$ cat src/rtl/mmio_uart_tx.sv
// Memory-mapped 8N1 UART transmitter: bus writes fill a TX FIFO that a
// serializer FSM drains onto txd; STATUS exposes count and flags.
module mmio_uart_tx #(
  parameter int unsigned CLKS_PER_BIT = 16,
  parameter int unsigned FIFO_DEPTH   = 8,
  parameter logic [31:0] BASE_ADDR    = 32'hFFFF_FF00
) (
  input  logic        clk,
  input  logic        reset,
  input  logic        memwrite,
  input  logic [31:0] addr,
  input  logic [31:0] writedata,
  output logic        sel,
  output logic [31:0] rdata,
  output logic        txd,
  output logic        tx_busy
);

  localparam int unsigned PTR_W = (FIFO_DEPTH > 1) ? $clog2(FIFO_DEPTH) : 1;
  localparam int unsigned CNT_W = PTR_W + 1;
  localparam int unsigned TMR_W = (CLKS_PER_BIT > 1) ? $clog2(CLKS_PER_BIT) : 1;
  localparam logic [CNT_W-1:0] DEPTH_C  = CNT_W'(FIFO_DEPTH);
  localparam logic [TMR_W-1:0] TMR_LAST = TMR_W'(CLKS_PER_BIT - 1);

  typedef enum logic [1:0] {
    ST_IDLE,
    ST_START,
    ST_DATA,
    ST_STOP
  } state_e;

  // Bus decode
  logic hit_txdata, hit_status;
  logic push, overflow, ovf_clr, pop;
  logic full, empty;
  logic wdata_unused;

  assign sel          = (addr[31:3] == BASE_ADDR[31:3]);
  assign hit_txdata   = sel && (addr[2:0] == 3'b000);
  assign hit_status   = sel && (addr[2:0] == 3'b100);
  assign wdata_unused = ^writedata[31:8];

  assign push     = memwrite && hit_txdata && !full;
  assign overflow = memwrite && hit_txdata && full;
  assign ovf_clr  = memwrite && hit_status && writedata[3];

  // TX FIFO
  logic [7:0]       mem_q [FIFO_DEPTH];
  logic [PTR_W-1:0] wr_ptr_q, wr_ptr_d;
  logic [PTR_W-1:0] rd_ptr_q, rd_ptr_d;
  logic [CNT_W-1:0] count_q, count_d;
  logic             ovf_q, ovf_d;
  logic [7:0]       head;

  assign full  = (count_q == DEPTH_C);
  assign empty = (count_q == '0);
  assign head  = mem_q[rd_ptr_q];

  always_comb begin
    wr_ptr_d = wr_ptr_q;
    rd_ptr_d = rd_ptr_q;
    count_d  = count_q;
    ovf_d    = ovf_q;
    if (push) wr_ptr_d = wr_ptr_q + PTR_W'(1);
    if (pop)  rd_ptr_d = rd_ptr_q + PTR_W'(1);
    case ({push, pop})
      2'b10:   count_d = count_q + CNT_W'(1);
      2'b01:   count_d = count_q - CNT_W'(1);
      default: count_d = count_q;
    endcase
    // A fresh overflow wins over a clear in the same cycle.
    if (ovf_clr)  ovf_d = 1'b0;
    if (overflow) ovf_d = 1'b1;
  end

  always_ff @(posedge clk) begin
    if (reset) begin
      wr_ptr_q <= '0;
      rd_ptr_q <= '0;
      count_q  <= '0;
      ovf_q    <= 1'b0;
    end else begin
      wr_ptr_q <= wr_ptr_d;
      rd_ptr_q <= rd_ptr_d;
      count_q  <= count_d;
      ovf_q    <= ovf_d;
    end
  end

  always_ff @(posedge clk) begin
    if (push) mem_q[wr_ptr_q] <= writedata[7:0];
  end

  // Serializer
  state_e           state_q, state_d;
  logic [TMR_W-1:0] timer_q, timer_d;
  logic [2:0]       bit_idx_q, bit_idx_d;
  logic [7:0]       shift_q, shift_d;
  logic             txd_q, txd_d;
  logic             timer_end;

  assign timer_end = (timer_q == TMR_LAST);

  always_comb begin
    state_d   = state_q;
    timer_d   = timer_q;
    bit_idx_d = bit_idx_q;
    shift_d   = shift_q;
    pop       = 1'b0;
    case (state_q)
      ST_IDLE: begin
        if (!empty) begin
          pop     = 1'b1;
          shift_d = head;
          timer_d = '0;
          state_d = ST_START;
        end
      end
      ST_START: begin
        if (timer_end) begin
          timer_d   = '0;
          bit_idx_d = 3'd0;
          state_d   = ST_DATA;
        end else begin
          timer_d = timer_q + TMR_W'(1);
        end
      end
      ST_DATA: begin
        if (timer_end) begin
          timer_d = '0;
          shift_d = {1'b0, shift_q[7:1]};
          if (bit_idx_q == 3'd7) state_d = ST_STOP;
          else bit_idx_d = bit_idx_q + 3'd1;
        end else begin
          timer_d = timer_q + TMR_W'(1);
        end
      end
      ST_STOP: begin
        if (timer_end) begin
          timer_d = '0;
          // Chain straight into the next start bit when more data waits.
          if (!empty) begin
            pop     = 1'b1;
            shift_d = head;
            state_d = ST_START;
          end else begin
            state_d = ST_IDLE;
          end
        end else begin
          timer_d = timer_q + TMR_W'(1);
        end
      end
      default: state_d = ST_IDLE;
    endcase
  end

  // txd is registered from the next state so the line never glitches.
  always_comb begin
    txd_d = 1'b1;
    case (state_d)
      ST_START: txd_d = 1'b0;
      ST_DATA:  txd_d = shift_d[0];
      default:  txd_d = 1'b1;
    endcase
  end

  always_ff @(posedge clk) begin
    if (reset) begin
      state_q   <= ST_IDLE;
      timer_q   <= '0;
      bit_idx_q <= 3'd0;
      txd_q     <= 1'b1;
    end else begin
      state_q   <= state_d;
      timer_q   <= timer_d;
      bit_idx_q <= bit_idx_d;
      txd_q     <= txd_d;
    end
  end

  always_ff @(posedge clk) begin
    shift_q <= shift_d;
  end

  assign txd     = txd_q;
  assign tx_busy = (state_q != ST_IDLE);

  // Register read
  logic [31:0] status;
  assign status = {16'h0000, 8'(count_q), 4'b0000, ovf_q, tx_busy, empty, full};
  assign rdata  = hit_status ? status : 32'h0000_0000;

endmodule

$ cat config.mk
export PLATFORM = sky130hd
export DESIGN_NAME = mmio_uart_tx
export DESIGN_NICKNAME = d
export VERILOG_FILES = /design/src/rtl/mmio_uart_tx.sv
export SDC_FILE = /design/constraint.sdc
export NUM_CORES = 1
export LEC_CHECK = 0
export BUFFER_PORTS_ARGS = -buffer_cell sky130_fd_sc_hd__buf_2
export CORE_MARGIN = 10
export CORE_UTILIZATION = 45
export DETAILED_ROUTE_END_ITERATION = 8
export PLACE_DENSITY = 0.68
export SLEW_MARGIN = 20
export SYNTH_ARGS = -nofsm -noshare
export SYNTH_HDL_FRONTEND = slang
export SYNTH_SLANG_ARGS = --single-unit
$ cat constraint.sdc
create_clock -name clk -period 5.4 [get_ports clk]
set_clock_uncertainty 0.05 [all_clocks]
set_input_delay 0 -clock clk [delete_from_list [all_inputs] [get_ports clk]]
set_output_delay 0 -clock clk [all_outputs]
set_load 0.01 [all_outputs]
==> results.yml, run 1 <==
status:
  status: "complete, no violations"
yosys:
  synth_area_leader_cell: "edfxtp_1"
  synthesis.area_sq_um: 4490
  synthCells: 338
  synth_cell_types: 56
  synthArstFlopShare_pct: 0
  netlist.area_leader.share_pct: 47.5
  ys_seq_elements: 96
  synth_common_cells: "edfxtp_1, nor2_1, buf_4, dfxtp_1"
  ys.flop_type: "edfxtp_1"
  yosysSeqAreaShare_pct: 58.6
  ys_warn_count: 0
  synth.avg_cell_area_sq_um: 13.3
  yosysMostFrequentCell: "edfxtp_1"
  synth.area.top_cells: "edfxtp_1, dfxtp_1, mux4_2, buf_4, ha_1"
  synth_edf_count: 71
floorplan:
  die_y_microns: 120
  start_util_pct: 46.2
  die_area_sq_um: 14400
  dieWidth_microns: 120
  coreArea_sq_um: 9730
  rows: 36
  io_pins: 102
power:
  p_sw_uw: 313
  pwr-share-clk_pct: 35.2
  p_leak_nw: 1.88
  pwr-share-seq_pct: 60.8
  p_int_mw: 1.01
  power_density_nw_per_um2: 261
  finalPower_mw: 1.32
  p_sw_share_pct: 23.7
  ir_drop_v: 0.000248
  pwr-share-comb_pct: 4.1
grt:
  grt_pass1_vias: 2826
  grt_remaining_overflow: 0
  grt.met1_usage_pct: 14.2
  antenna_found_initial: 0
  gr-usage-met3_pct: 3.28
  grt_first_pass_wirelength_microns: 14300
  grt_busiest_layer: "met2"
  grt_max_degree: 24
  grt_use_met2_pct: 21.7
  grt_usage_pct: 12.2
layout:
  area_delta_synth_final_pct: 13.1
  final_core_utilization_pct: 52.2
  nets: 481
  fill_cells: 848
  antenna_cells: 0
  multi_input_area_sq_um: 1670
  regArea_sq_um: 2630
  drive_above_1_share_pct: 23.6
timing:
  worst_pin_slew_ns: 0.927
  rsz0062_at_grt: "no"
  hold_viol_final: 0
  drv_slew: 0
  fmax_ghz: 0.348
  final.min_clock_period_ns: 2.88
  whs_ns: 0.128
  post-route-period-util_pct: 53.3
  tns_ns: 0
  setup-violations-final: 0
  maxSlewHeadroom_pct: 37.7
worst_setup_path:
  reg2reg_slack_ns: 2.52
  worstSetupPathType: "reg2reg"
  r2r-end: "count_q[2]"
  worstPathMaxFanout: 8
  critPathLaunchType: "flop"
  worstPathCellList: "inv_1 -> ha_1 -> a41oi_1 -> nor3_2 -> ha_1 -> xor2_1 -> ha_1 -> a21oi_1 -> xor2_1 -> or3_1 -> a21oi_1"
  crit_path_end_kind: "flop"
  crit_slowest_cell: "nor3_2"
  cp_common_cell: "ha_1"
  slowest_delay_ns: 0.41
  r2r_cells: 11
  rr_startpoint: "state_q[0]"
  cp.arrival_ns: 3.11
  cp.required_ns: 5.64
detailed_routing:
  drc: 0
  drt-total-wl_microns: 8800
  vias: 2809
  ant_nets: 0
  vias_per_cell: 5.21
  initialDrtViolationCount: 194
  first_pass_iters: 4
  wl_per_cell_microns: 16.3
hold_path:
  hp-class: "in2reg"
  hold_end: "wr_ptr_q[1]"
  hold_path_depth: 5
  hold_path_startpoint: "addr[1]"
clock_tree:
  clkTransAtPathRegs_ns: 0.11
  cts.sinks: 96
  cts_buffers: 9
  h-tree-depth: 3
  cts_resized: 0
  cts_tree: "built"
  clockBufferDepth: 2
  cts_root_buffer: "clkbuf_8"
  clk_latency_ns: 0.36
placed_design:
  gp_congestion: 0.751
  portBuffers: 53
  hpwl_microns: 6220
job:
  drv_cap: 0
==> power by group through the flow <==
stage | clock, mW | combinational (mW) | sequential, mW
finish | 0.465 | 0.0537 | 0.805
global route | 0.511 | 0.0609 | 0.806
CTS | 0.478 | 0.0526 | 0.805
detailed placement | 0 | 0.0469 | 0.822
global placement | 0 | 0.0452 | 0.821
floorplan | 0 | 0.0371 | 0.820
==> how the worst max path moves through the flow <==
| stage | start | to | slack [ns] | depth (start not counted) |
|---|---|---|---|---|
| 5_1_grt | state_q[0] | count_q[2] | 2.28 | 11 |
| 6_report | state_q[0] | count_q[2] | 2.52 | 11 |
| 3_3_place_gp | state_q[0] | count_q[2] | 2.64 | 11 |
| 2_1_floorplan | state_q[0] | count_q[2] | 2.85 | 12 |
| 4_1_cts | state_q[1] | count_q[2] | 2.52 | 11 |
| 3_5_place_dp | state_q[1] | count_q[2] | 2.54 | 11 |
==> cell usage in the layout, fill, tap and decap left out, types with 2 or more instances in the layout <==
cell	synthesis	final
edfxtp_1	71	71
buf_2	1	53
nor2_1	40	40
dfxtp_1	25	24
conb_1	1	24
mux4_2	16	16
a21oi_1	16	16
nand2_1	14	14
ha_1	13	13
dlygate4sd3_1	0	11
mux2i_1	10	10
clkbuf_8	0	9
a22o_1	7	7
and2_1	6	6
inv_1	5	5
nand3_1	5	5
o21ai_1	5	5
o21ai_0	5	5
nor3_1	4	4
nand4_1	4	4
or3_1	4	4
xor2_1	4	4
nand2b_1	4	4
nand3b_1	4	4
nand4b_1	3	3
a22oi_1	3	3
inv_8	0	3
a41oi_1	2	2
nor3b_1	2	2
a32oi_1	2	2
xnor2_1	2	2
a311oi_1	2	2
inv_6	0	2
buf_4	25	2
==> through the flow <==
| step | cells | setup slack (ns) | area (sq um) |
|---|---|---|---|
| 6_report | 539 | 2.52 | 5080 |
| 5_1_grt | 539 | 2.28 | 5080 |
| 4_1_cts | 539 | 2.52 | 5080 |
| 3_5_place_dp | 512 | 2.54 | 4770 |
| 3_3_place_gp | 512 | 2.64 | 4770 |
| 2_1_floorplan | 361 | 2.85 | 4580 |
==> registers in the layout, indices dropped and copies added, names as in the netlist, named ones only <==
| register | count |
|---|---|
| mem_q | 64 |
| shift_q | 8 |
| count_q | 4 |
| timer_q | 4 |
| bit_idx_q | 3 |
| rd_ptr_q | 3 |
| wr_ptr_q | 3 |
| state_q | 2 |
| ovf_q | 1 |
| txd | 1 |
==> kinds of logic after synthesis <==
kind of cell	after synthesis	synth area share [%]
buf+inv	43	6.24
other cells	1	0.0835
fa+ha+maj	13	3.62
compound gates	50	7.57
mux	26	10.2
xor+xnor	6	1.17
flops	96	58.6
simple gates	103	12.5
==> layout make-up <==
| type | instances | area share [%] |
|---|---|---|
| well taps | 133 | 3.28 |
| flip-flops and latches | 96 | 51.8 |
| multi-input cells | 222 | 32.8 |
| repair buffers | 66 | 7.68 |
| inverters | 6 | 0.443 |
| clock buffers | 9 | 2.44 |
| clock inverters | 7 | 1.50 |
==> critical path, delay by kind of cell, from the launching register on <==
kind	cells	cell delay [ns]
flip-flops	1	0.37
buffers and inverters	1	0.12
AO/OA/AOI/OAI	3	0.37
AND/OR/NAND/NOR	2	0.72
adder cells (fa/ha/maj)	3	0.85
XOR/XNOR	2	0.33
==> repair_timing <==
item / in CTS / in global routing
buffers inserted: 0 / 0
endpoints found under the hold margin: 72 / 0
hold buffers: 11 / 0
==> per-layer routing <==
metal | share of wire (%) | wire (microns)
met1 | 42 | 3670
met4 | 1.2 | 106
met2 | 53 | 4640
met5 | 0 | 0
met3 | 4.4 | 383
Power figures use the tool's default switching activity.
==> inputs of run 2 (changes only) <==
clock period = 2.7 ns   (was 5.4 ns; I/O delays follow)
==> run 2 against run 1 <==
  * Die area is the same
  * Worst hold slack gained 0.053 ns
  * Register-to-register slack lost 2.3 ns
  * Combinational power grew 100%
  * Critical path depth shrank 1
  * Cell area grew 2.6%
  * Sequential power grew 100%
  * Largest power group unchanged
==> results.yml, run 2 (synthesized netlist as in run 1, its figures left out) <==
status:
  status: "complete, no violations"
power:
  finalPower_mw: 2.66
  p_leak_nw: 1.97
  ir_drop_v: 0.000302
  power_density_nw_per_um2: 511
clock_tree:
  clockBufferDepth: 2
  clk_latency_ns: 0.37
  cts_root_buffer: "clkbuf_8"
  h-tree-depth: 3
  cts.sinks: 96
  cts_buffers: 9
  cts_tree: "built"
  clkTransAtPathRegs_ns: 0.11
detailed_routing:
  drt-total-wl_microns: 8720
  wl_per_cell_microns: 15.7
  ant_nets: 0
  drc: 0
  first_pass_iters: 4
  initialDrtViolationCount: 144
  vias: 2856
  vias_per_cell: 5.15
floorplan:
  die_area_sq_um: 14400
  coreArea_sq_um: 9730
  die_y_microns: 120
  start_util_pct: 46.2
  dieWidth_microns: 120
  io_pins: 102
  rows: 36
hold_path:
  hp-class: "in2reg"
  hold_path_startpoint: "addr[1]"
  hold_end: "wr_ptr_q[1]"
  hold_path_depth: 6
worst_setup_path:
  slowest_delay_ns: 0.43
  worstPathBufferInverterCount: 0
  r2r_cells: 10
  crit_path_end_kind: "flop"
  cp.arrival_ns: 2.70
  worstPathMaxFanout: 5
  path_delay_family: "adder cells"
  rr_startpoint: "state_q[0]"
  crit_slowest_cell: "dfxtp_1"
  worstPathCellList: "ha_1 -> a41oi_1 -> nor3_2 -> ha_2 -> xor2_1 -> ha_1 -> a21oi_1 -> xor2_1 -> or3_1 -> a21oi_1"
  startpoint: "state_q[0]"
  critPathLaunchType: "flop"
  cp.required_ns: 2.95
  reg2reg_slack_ns: 0.25
  worstSetupPathType: "reg2reg"
  r2r-end: "count_q[2]"
timing:
  drv_slew: 0
  hold_viol_final: 0
  final.min_clock_period_ns: 2.45
  tns_ns: 0
  setup-violations-final: 0
  post-route-period-util_pct: 90.8
  rsz0062_at_grt: "no"
  fmax_ghz: 0.408
  final.setup.worst_slack_ns: 0.248
  whs_ns: 0.181
  worst_pin_slew_ns: 0.528
  maxSlewHeadroom_pct: 64.5
job:
  drv_cap: 0
placed_design:
  postPlaceCellArea_sq_um: 4890
  dpl_worst_slack_ns: 0.225
  hpwl_microns: 6250
  gp_congestion: 0.754
  dp_cells: 528
  portBuffers: 53
grt:
  grt_usage_pct: 12.4
  gr-usage-met3_pct: 4.27
  grt_remaining_overflow: 0
  grt_first_pass_wirelength_microns: 14200
  antenna_found_initial: 0
  grt_max_degree: 24
  grt.met1_usage_pct: 13.4
  grt_busiest_layer: "met2"
  grt_use_met2_pct: 22.1
  grt_pass1_vias: 2882
layout:
  area_delta_synth_final_pct: 16.0
  nets: 497
  reg.largest.list: "mem_q x64, shift_q x8"
  fill_cells: 834
  top_register: "mem_q"
  final_cell_mix: "edfxtp_1, buf_2, nor2_1"
  largest_register_ffs: 64
  drive_above_1_share_pct: 26.5
  antenna_cells: 0
  final_area_sq_um: 5210
  fin_cells: 555
  final_common_cell: "edfxtp_1"
  final_core_utilization_pct: 53.6
==> run 2: per-layer routing <==
layer | vias up | wire length, microns
met3 | 11 | 436
met4 | 0 | 127
met5 | - | 0
met2 | 56 | 4630
li1 | 1391 | -
met1 | 1398 | 3520
==> run 2: what timing repair did <==
item                                    CTS  global route
resized for setup                         0             1
buffers inserted                          0             0
hold buffers                             11             0
endpoints found under the setup margin    0             1
hold endpoints to repair                 75             0
==> run 2: worst max path at each step <==
stage,to,slack (ns),cells past startpoint
floorplan,count_q[2],0.15,12
global placement,count_q[2],0.27,11
detailed placement,count_q[2],0.22,11
CTS,count_q[2],0.21,11
global route,count_q[2],0.01,10
finish,count_q[2],0.25,10
==> run 2: area by class of cell <==
cell class | instances | area [sq um] | area share (%)
Timing Repair Buffer | 82 | 510 | 9.80
Clock buffer | 9 | 124 | 2.38
Multi-Input combinational cell | 222 | 1670 | 32.0
Clock inverter | 7 | 86.3 | 1.66
Sequential cell | 96 | 2630 | 50.5
Tap cell | 133 | 166 | 3.19
Inverter | 6 | 22.5 | 0.432
==> run 2: worst min-delay path, cell delays in order <==
cell	delay [ns]
buf_2	0.09
nor4b_1	0.06
nand4_2	0.10
buf_4	0.15
mux2i_1	0.08
nor2_1	0.08
==> run 2: power breakdown <==
group          switching (mW)  internal (mW)  total (mW)
clock                   0.573          0.371       0.943
sequential             0.0108           1.60        1.61
combinational          0.0565         0.0511       0.108
total                   0.640           2.02        2.66
